==> src/rtl/multi_one_shot.sv <==
// CHANNELS-wide one-shot: selectable edge detect, PULSE_W-cycle pulse, retrigger, overrun flags.
// Define ONE_SHOT_SYNC_EN to insert a 2-flop input synchronizer per channel.
module multi_one_shot #(
    parameter int CHANNELS  = 4,
    parameter int PULSE_W   = 1,
    parameter int EDGE_MODE = 0,
    parameter int RETRIGGER = 0
) (
    input  logic                clk,
    input  logic                reset,
    input  logic [CHANNELS-1:0] en,
    input  logic [CHANNELS-1:0] data_in,
    input  logic                clr_overrun,
    output logic [CHANNELS-1:0] data_out,
    output logic [CHANNELS-1:0] busy,
    output logic [CHANNELS-1:0] overrun
);

    localparam int CNT_W = $clog2(PULSE_W + 1);
    localparam logic [CNT_W-1:0] LOAD = CNT_W'(PULSE_W);
    localparam logic [CNT_W-1:0] ONE  = CNT_W'(1);

    typedef enum logic {IDLE, ACTIVE} state_t;

    state_t              st_q  [CHANNELS];
    state_t              st_d  [CHANNELS];
    logic [CNT_W-1:0]    cnt_q [CHANNELS];
    logic [CNT_W-1:0]    cnt_d [CHANNELS];
    logic [CHANNELS-1:0] sig;
    logic [CHANNELS-1:0] prev_q;
    logic [CHANNELS-1:0] rise;
    logic [CHANNELS-1:0] fall;
    logic [CHANNELS-1:0] edge_raw;
    logic [CHANNELS-1:0] edge_det;
    logic [CHANNELS-1:0] ovr_q;
    logic [CHANNELS-1:0] ovr_d;
    logic                primed_q;
    logic                prime_ok;

`ifdef ONE_SHOT_SYNC_EN
    logic [CHANNELS-1:0] s1_q;
    logic [CHANNELS-1:0] s2_q;
    logic [1:0]          warm_q;

    // Priming waits until the synchronizer holds a post-reset sample.
    always_ff @(posedge clk or negedge reset) begin
        if (!reset) begin
            s1_q   <= '0;
            s2_q   <= '0;
            warm_q <= 2'd0;
        end else begin
            s1_q <= data_in;
            s2_q <= s1_q;
            if (warm_q != 2'd2) warm_q <= warm_q + 2'd1;
        end
    end

    assign sig      = s2_q;
    assign prime_ok = (warm_q == 2'd2);
`else
    assign sig      = data_in;
    assign prime_ok = 1'b1;
`endif

    assign rise = sig & ~prev_q;
    assign fall = ~sig & prev_q;

    always_comb begin
        edge_raw = rise | fall;
        if (EDGE_MODE == 0) edge_raw = rise;
        else if (EDGE_MODE == 1) edge_raw = fall;
    end

    assign edge_det = edge_raw & en & {CHANNELS{primed_q}};

    always_comb begin
        ovr_d = clr_overrun ? '0 : ovr_q;
        for (int i = 0; i < CHANNELS; i++) begin
            st_d[i]  = st_q[i];
            cnt_d[i] = cnt_q[i];
            if (!en[i]) begin
                st_d[i]  = IDLE;
                cnt_d[i] = '0;
            end else begin
                unique case (st_q[i])
                    IDLE: begin
                        if (edge_det[i]) begin
                            st_d[i]  = ACTIVE;
                            cnt_d[i] = LOAD;
                        end
                    end
                    ACTIVE: begin
                        if (edge_det[i]) ovr_d[i] = 1'b1;
                        if (edge_det[i] && RETRIGGER != 0) begin
                            cnt_d[i] = LOAD;
                        end else begin
                            cnt_d[i] = cnt_q[i] - ONE;
                            if (cnt_q[i] == ONE) st_d[i] = IDLE;
                        end
                    end
                endcase
            end
        end
    end

    always_ff @(posedge clk or negedge reset) begin
        if (!reset) begin
            prev_q   <= '0;
            primed_q <= 1'b0;
            ovr_q    <= '0;
            for (int i = 0; i < CHANNELS; i++) begin
                st_q[i]  <= IDLE;
                cnt_q[i] <= '0;
            end
        end else begin
            prev_q <= sig;
            if (prime_ok) primed_q <= 1'b1;
            ovr_q <= ovr_d;
            for (int i = 0; i < CHANNELS; i++) begin
                st_q[i]  <= st_d[i];
                cnt_q[i] <= cnt_d[i];
            end
        end
    end

    for (genvar g = 0; g < CHANNELS; g++) begin : g_out
        assign data_out[g] = (st_q[g] == ACTIVE);
    end

    assign busy    = data_out;
    assign overrun = ovr_q;

endmodule

==> config.mk <==
export PLATFORM = sky130hd
export DESIGN_NAME = multi_one_shot
export DESIGN_NICKNAME = d
export VERILOG_FILES = /design/src/rtl/multi_one_shot.sv
export SDC_FILE = /design/constraint.sdc
export NUM_CORES = 1
export LEC_CHECK = 0
export BUFFER_PORTS_ARGS = -buffer_cell sky130_fd_sc_hd__buf_2
export CORE_UTILIZATION = 45
export CTS_BUF_LIST = sky130_fd_sc_hd__clkbuf_8
export DETAILED_ROUTE_END_ITERATION = 8
export PLACE_DENSITY = 0.78
export SLEW_MARGIN = 20
export SYNTH_ARGS = -nofsm -noshare
export SYNTH_HDL_FRONTEND = slang
export SYNTH_SLANG_ARGS = --single-unit
==> constraint.sdc <==
create_clock -name clk -period 2.8 [get_ports clk]
set_clock_uncertainty 0.15 [all_clocks]
set_input_delay 0.56 -clock clk [delete_from_list [all_inputs] [get_ports clk]]
set_output_delay 0.56 -clock clk [all_outputs]
set_load 0.01 [all_outputs]
==> results of run 1 <==
cell usage in the layout, fill, tap and decap left out:
cell / Yosys / final
a21bo_2: 2 / 2
o22ai_1: 2 / 2
a22o_2: 2 / 2
nand2_1: 2 / 2
conb_1: 1 / 1
clkbuf_8: 0 / 3
o2bb2ai_1: 2 / 2
a21oi_1: 2 / 2
a21boi_0: 2 / 2
a22o_1: 2 / 2
nor2b_1: 2 / 2
buf_2: 0 / 22
o31a_1: 2 / 2
nor2_1: 2 / 2
dfrtp_1: 17 / 17
nand4b_1: 2 / 2
and4b_4: 2 / 2
inv_1: 5 / 6
registers in the layout (all words and copies together) (netlist names):
signal and flops:
busy 4, cnt_q 4, overrun 4, prev_q 4, primed_q 1
power by group:
part,switching [mW],total [mW],internal (mW)
Clock,0.0747,0.172,0.0970
Combinational,0.0211,0.0425,0.0214
Sequential,0.0107,0.269,0.258
cell type report:
| class | instances | area share |
|---|---|---|
| Sequential cell | 17 | 0.516 |
| Clock buffer | 3 | 0.0501 |
| Timing Repair Buffer | 22 | 0.134 |
| Inverter | 5 | 0.0228 |
| Tap cell | 15 | 0.0228 |
| Clock inverter | 1 | 0.00455 |
| Multi-Input combinational cell | 27 | 0.250 |
cells by family after synthesis:
logic type	count (synthesis)
buffers and inverters	9
other	1
DFF	17
and+or+nand+nor	10
AOI/OAI and AO/OA	16
metal layers:
layer  track usage  share of wire  vias up
met5             0              0        -
li1              -              -      228
met4         0.125         0.0073        0
met3        0.0326          0.058        2
met2         0.277           0.46       17
met1         0.206           0.48      236
worst paths after layout:
path	slack, ps	startpoint	depth (start not counted)	to
max in group asynchronous	2170	reset	1	busy[2]
setup reg to reg	1650	primed_q	2	cnt_q[3]
min in group clk	280	data_in[1]	1	prev_q[1]
setup / recovery	1250	busy[3]	1	data_out[3]
hold reg to reg	330	cnt_q[1]	1	busy[2]
hold / removal	70	reset	1	cnt_q[2]
cells in the mapped netlist, drive strengths merged:
library cell,n,area [sq um]
nand2,2,7.51
a21bo,2,20.0
dfrtp,17,425
o2bb2ai,2,17.5
buf,4,30.0
and4b,2,27.5
o22ai,2,12.5
a21boi,2,15.0
o31a,2,17.5
conb,1,3.75
nor2,2,7.51
nor2b,2,12.5
a21oi,2,10.0
a22o,4,37.5
nand4b,2,17.5
inv,5,18.8
per-stage QoR:
stage	total power, mW	setup slack, ps	instance area [sq um]	instances
after detailed placement	0.316	1410	779	86
after global routing	0.508	1170	825	90
final	0.483	1250	825	90
after floorplan	0.296	1480	681	53
after global placement	0.315	1420	779	86
after CTS	0.491	1230	825	90
==> results.json, run 1 <==
{
  "ctsHoldBuffers": 0,
  "yosysSeqAreaShare": 0.625,
  "htree_levels": 1,
  "root_buffer": "clkbuf_8",
  "synth-simple-area-share": 0.107,
  "grt_max_degree": 18,
  "whs_ps": 65.6,
  "cts_buffers": 3,
  "slowest_delay_ps": 430,
  "fin_nets": 87,
  "rsz0062_at_grt": "false",
  "detail_route.first_pass.iterations": 3,
  "synth_adder_area_share": 0,
  "post-route-period-util": 0.555,
  "rows": 13,
  "antenna_found_initial": 0,
  "cts_buffer_depth": 2,
  "fillers": 118,
  "track_usage": 0.173,
  "end_kind": "output port",
  "synth_xor_area_frac": 0,
  "clkSlewWorstSetupHoldPaths_ps": 60,
  "grt_pass1_vias": 447,
  "cts_setup_buffers": 0,
  "drive_gt1_frac": 0.413,
  "grt-ovfl-total": 0,
  "antenna_cells": 0,
  "ys_types": 17,
  "synth_mux_area_frac": 0,
  "synth-warning-count": 0,
  "ir_drop_v": 0.000333,
  "area_growth_syn_to_layout_pct": 21.1,
  "cts_tree": "done",
  "synth_nets": 64,
  "worstPathArrival_ps": 840,
  "synth.avg_cell_area_sq_um": 12.8,
  "cap_viol_max_count": 0,
  "ff_latch_area_sq_um": 425,
  "die_height_microns": 40.9,
  "wl_microns": 1100,
  "hold_viol": 0,
  "start_kind": "flop",
  "hp-class": "in -> async",
  "place.gp.congestion": 0.670,
  "multi_input_area_sq_um": 206,
  "status": "finished, final reports clean",
  "cpLargestDelayFamily": "flip-flops",
  "core_area_sq_um": 1350,
  "tns_ps": 0,
  "final_max_slew_viol_count": 0,
  "die_area_sq_um": 1670,
  "power_density_nw_per_um2": 586,
  "clock-sinks": 17,
  "max_freq_mhz": 643,
  "path_cells": "buf_2",
  "drc": 0,
  "place.port_buffers": 22,
  "fin_crit_ps": 1550,
  "detail-route-antenna-nets": 0,
  "ys_ff_latch": 17,
  "synthCells": 53,
  "leakage_nw": 0.430,
  "start_util": 0.504,
  "synth_compound_area_frac": 0.191,
  "cts_resized": 0,
  "vias_per_cell": 5.37,
  "drtIter0Drc": 5,
  "io_pins": 23,
  "die_x_microns": 40.9,
  "clock_latency_ps": 240,
  "avgRoutedWirePerCell_microns": 12.2,
  "path_class": "reg -> out",
  "grt_first_pass_wirelength_microns": 1800,
  "slowest_stage": "dfrtp_1",
  "syn_area_sq_um": 681,
  "cp.required_ps": 2090,
  "vias": 483,
  "setup_viol": 0,
  "synth_top_family_by_area": "compound AO/OA/AOI/OAI gates",
  "post-route-util": 0.611,
  "worstPathMaxFanout": 7,
  "crit_buf_inv": 1
}
(Power assumes the default switching activity.)
==> inputs of run 2 (changes only) <==
--- a/config.mk
+++ b/config.mk
@@ -9,7 +9,7 @@
 export CORE_UTILIZATION = 45
 export CTS_BUF_LIST = sky130_fd_sc_hd__clkbuf_8
 export DETAILED_ROUTE_END_ITERATION = 8
-export PLACE_DENSITY = 0.78
+export PLACE_DENSITY = 0.81
 export SLEW_MARGIN = 20
 export SYNTH_ARGS = -nofsm -noshare
 export SYNTH_HDL_FRONTEND = slang
==> constraint.sdc (replaced) <==
create_clock -name clk -period 1.3 [get_ports clk]
set_clock_uncertainty 0.15 [all_clocks]
set_input_delay 0.26 -clock clk [delete_from_list [all_inputs] [get_ports clk]]
set_output_delay 0.26 -clock clk [all_outputs]
set_load 0.01 [all_outputs]
==> run 2 against run 1 <==
  * Clock-buffer cell count stayed put
  * Non-clock buffer count is 5 higher
  * Critical path depth did not move
  * Cell area rose by 6.4%
  * Final cell count increased by 5.6%
  * Register-to-register slack worse by 1500 ps
  * Flip-flop and latch count stayed put
  * Routed wire length up 11%
  * Combinational power up 150%
  * Sequential power up 120%
  * Utilization rose by 3.9 points
  * Power grew 120%
  * Critical path type unchanged
==> results.json, run 2 (same netlist as run 1, synthesis figures left out) <==
{
  "crit_buf_inv": 1,
  "grt_first_pass_wirelength_microns": 1900,
  "core_area_sq_um": 1350,
  "hpwl_microns": 826,
  "die_x_microns": 40.9,
  "worstPathMaxFanout": 7,
  "leakage_nw": 0.448,
  "clkSlewWorstSetupHoldPaths_ps": 60,
  "track_usage": 0.183,
  "final_max_slew_viol_count": 0,
  "max_freq_mhz": 796,
  "final_cell_mix": "buf_2 (22), dfrtp_1 (15), inv_1 (6)",
  "die_area_sq_um": 1670,
  "power_density_nw_per_um2": 1200,
  "drc": 0,
  "vias": 481,
  "path_cells": "buf_2",
  "fin_nets": 92,
  "io_pins": 23,
  "cpLargestDelayFamily": "flip-flops",
  "hp-class": "in -> reg",
  "path_class": "reg -> out",
  "reg2reg_to": "cnt_q[0]",
  "detail_route.first_pass.iterations": 2,
  "reg2reg_setup_slack_ps": 180,
  "reg2reg_depth": 2,
  "vias_per_cell": 5.06,
  "hp-start": "en[0]",
  "detail-route-antenna-nets": 0,
  "antenna_found_initial": 0,
  "rows": 13,
  "cts_tree": "done",
  "cts_buffer_depth": 2,
  "status": "finished, final reports clean",
  "worstPathArrival_ps": 850,
  "grt-ovfl-total": 0,
  "grt_max_degree": 18,
  "htree_levels": 1,
  "ff_latch_area_sq_um": 428,
  "slowest_stage": "dfrtp_1",
  "clock_latency_ps": 240,
  "antenna_cells": 0,
  "hold_viol": 0,
  "setup_viol": 0,
  "place.port_buffers": 22,
  "cts_buffers": 3,
  "drive_gt1_frac": 0.413,
  "fillers": 107,
  "startpoint": "busy[3]",
  "end_kind": "output port",
  "slowest_delay_ps": 430,
  "endpoint": "busy[3]",
  "area_growth_syn_to_layout_pct": 28.9,
  "root_buffer": "clkbuf_8",
  "clock-sinks": 17,
  "r2r-start": "primed_q",
  "post-route-period-util": 0.967,
  "start_util": 0.504,
  "power.total_mw": 1.05,
  "fin_crit_ps": 1260,
  "multi_input_area_sq_um": 206,
  "place.gp.congestion": 0.655,
  "final_common_cell": "buf_2",
  "cp.required_ps": 890,
  "worstSetupPathDepth": 1,
  "drtIter0Drc": 6,
  "wl_microns": 1220,
  "ir_drop_v": 0.000732,
  "grt_pass1_vias": 487,
  "rsz0062_at_grt": "false",
  "die_height_microns": 40.9,
  "tns_ps": 0,
  "avgRoutedWirePerCell_microns": 12.9,
  "start_kind": "flop",
  "cap_viol_max_count": 0
}
-- run 2: cell type report --
type / count / area share
sequential: 17 / 0.488
multi-input combinational: 27 / 0.235
timing repair buffer: 27 / 0.183
clock buffer: 3 / 0.0471
inverter: 5 / 0.0214
tap: 15 / 0.0214
clock inverter: 1 / 0.00428
-- run 2: worst min path at each step --
| stage | cells past startpoint | end | slack, ps |
|---|---|---|---|
| after global placement | 1 | busy[2] | 40 |
| after CTS | 2 | busy[0] | 100 |
| after detailed placement | 1 | overrun[2] | 50 |
| after global routing | 2 | busy[0] | 130 |
| after floorplan | 0 | busy[0] | -190 |
| final | 2 | busy[0] | 110 |
-- run 2: routing by layer --
metal,up-vias,global-route usage,wire [microns],part of all wire
li1,236,-,-,-
met1,228,0.191,564,0.46
met2,15,0.340,594,0.49
met3,2,0.0326,56,0.046
met4,0,0.100,6,0.0049
met5,-,0,0,0
-- run 2: through the flow --
step            util  instances  cell area [sq um]  hold slack (ps)  setup WS, ps
3_5_place_dp   0.577         86                779             52.5           188
2_1_floorplan      -         53                681             -186           229
6_report       0.650         95                877              109          43.5
4_1_cts        0.648         95                875              104          33.0
5_1_grt        0.650         95                877              127          2.35
3_3_place_gp   0.577         86                779             42.9           200
-- run 2: where the power goes --
group / leakage [nW] / internal (mW) / switching, mW
Combinational: 0.202 / 0.0559 / 0.0488
Sequential: 0.219 / 0.556 / 0.0223
Clock: 0.0269 / 0.209 / 0.161
-- run 2: repair_timing --
item | CTS | global route
hold buffers | 5 | 0
gates resized for setup | 0 | 2
endpoints found under the setup margin | 0 | 4
endpoints found under the hold margin | 21 | 0
setup buffers | 0 | 0
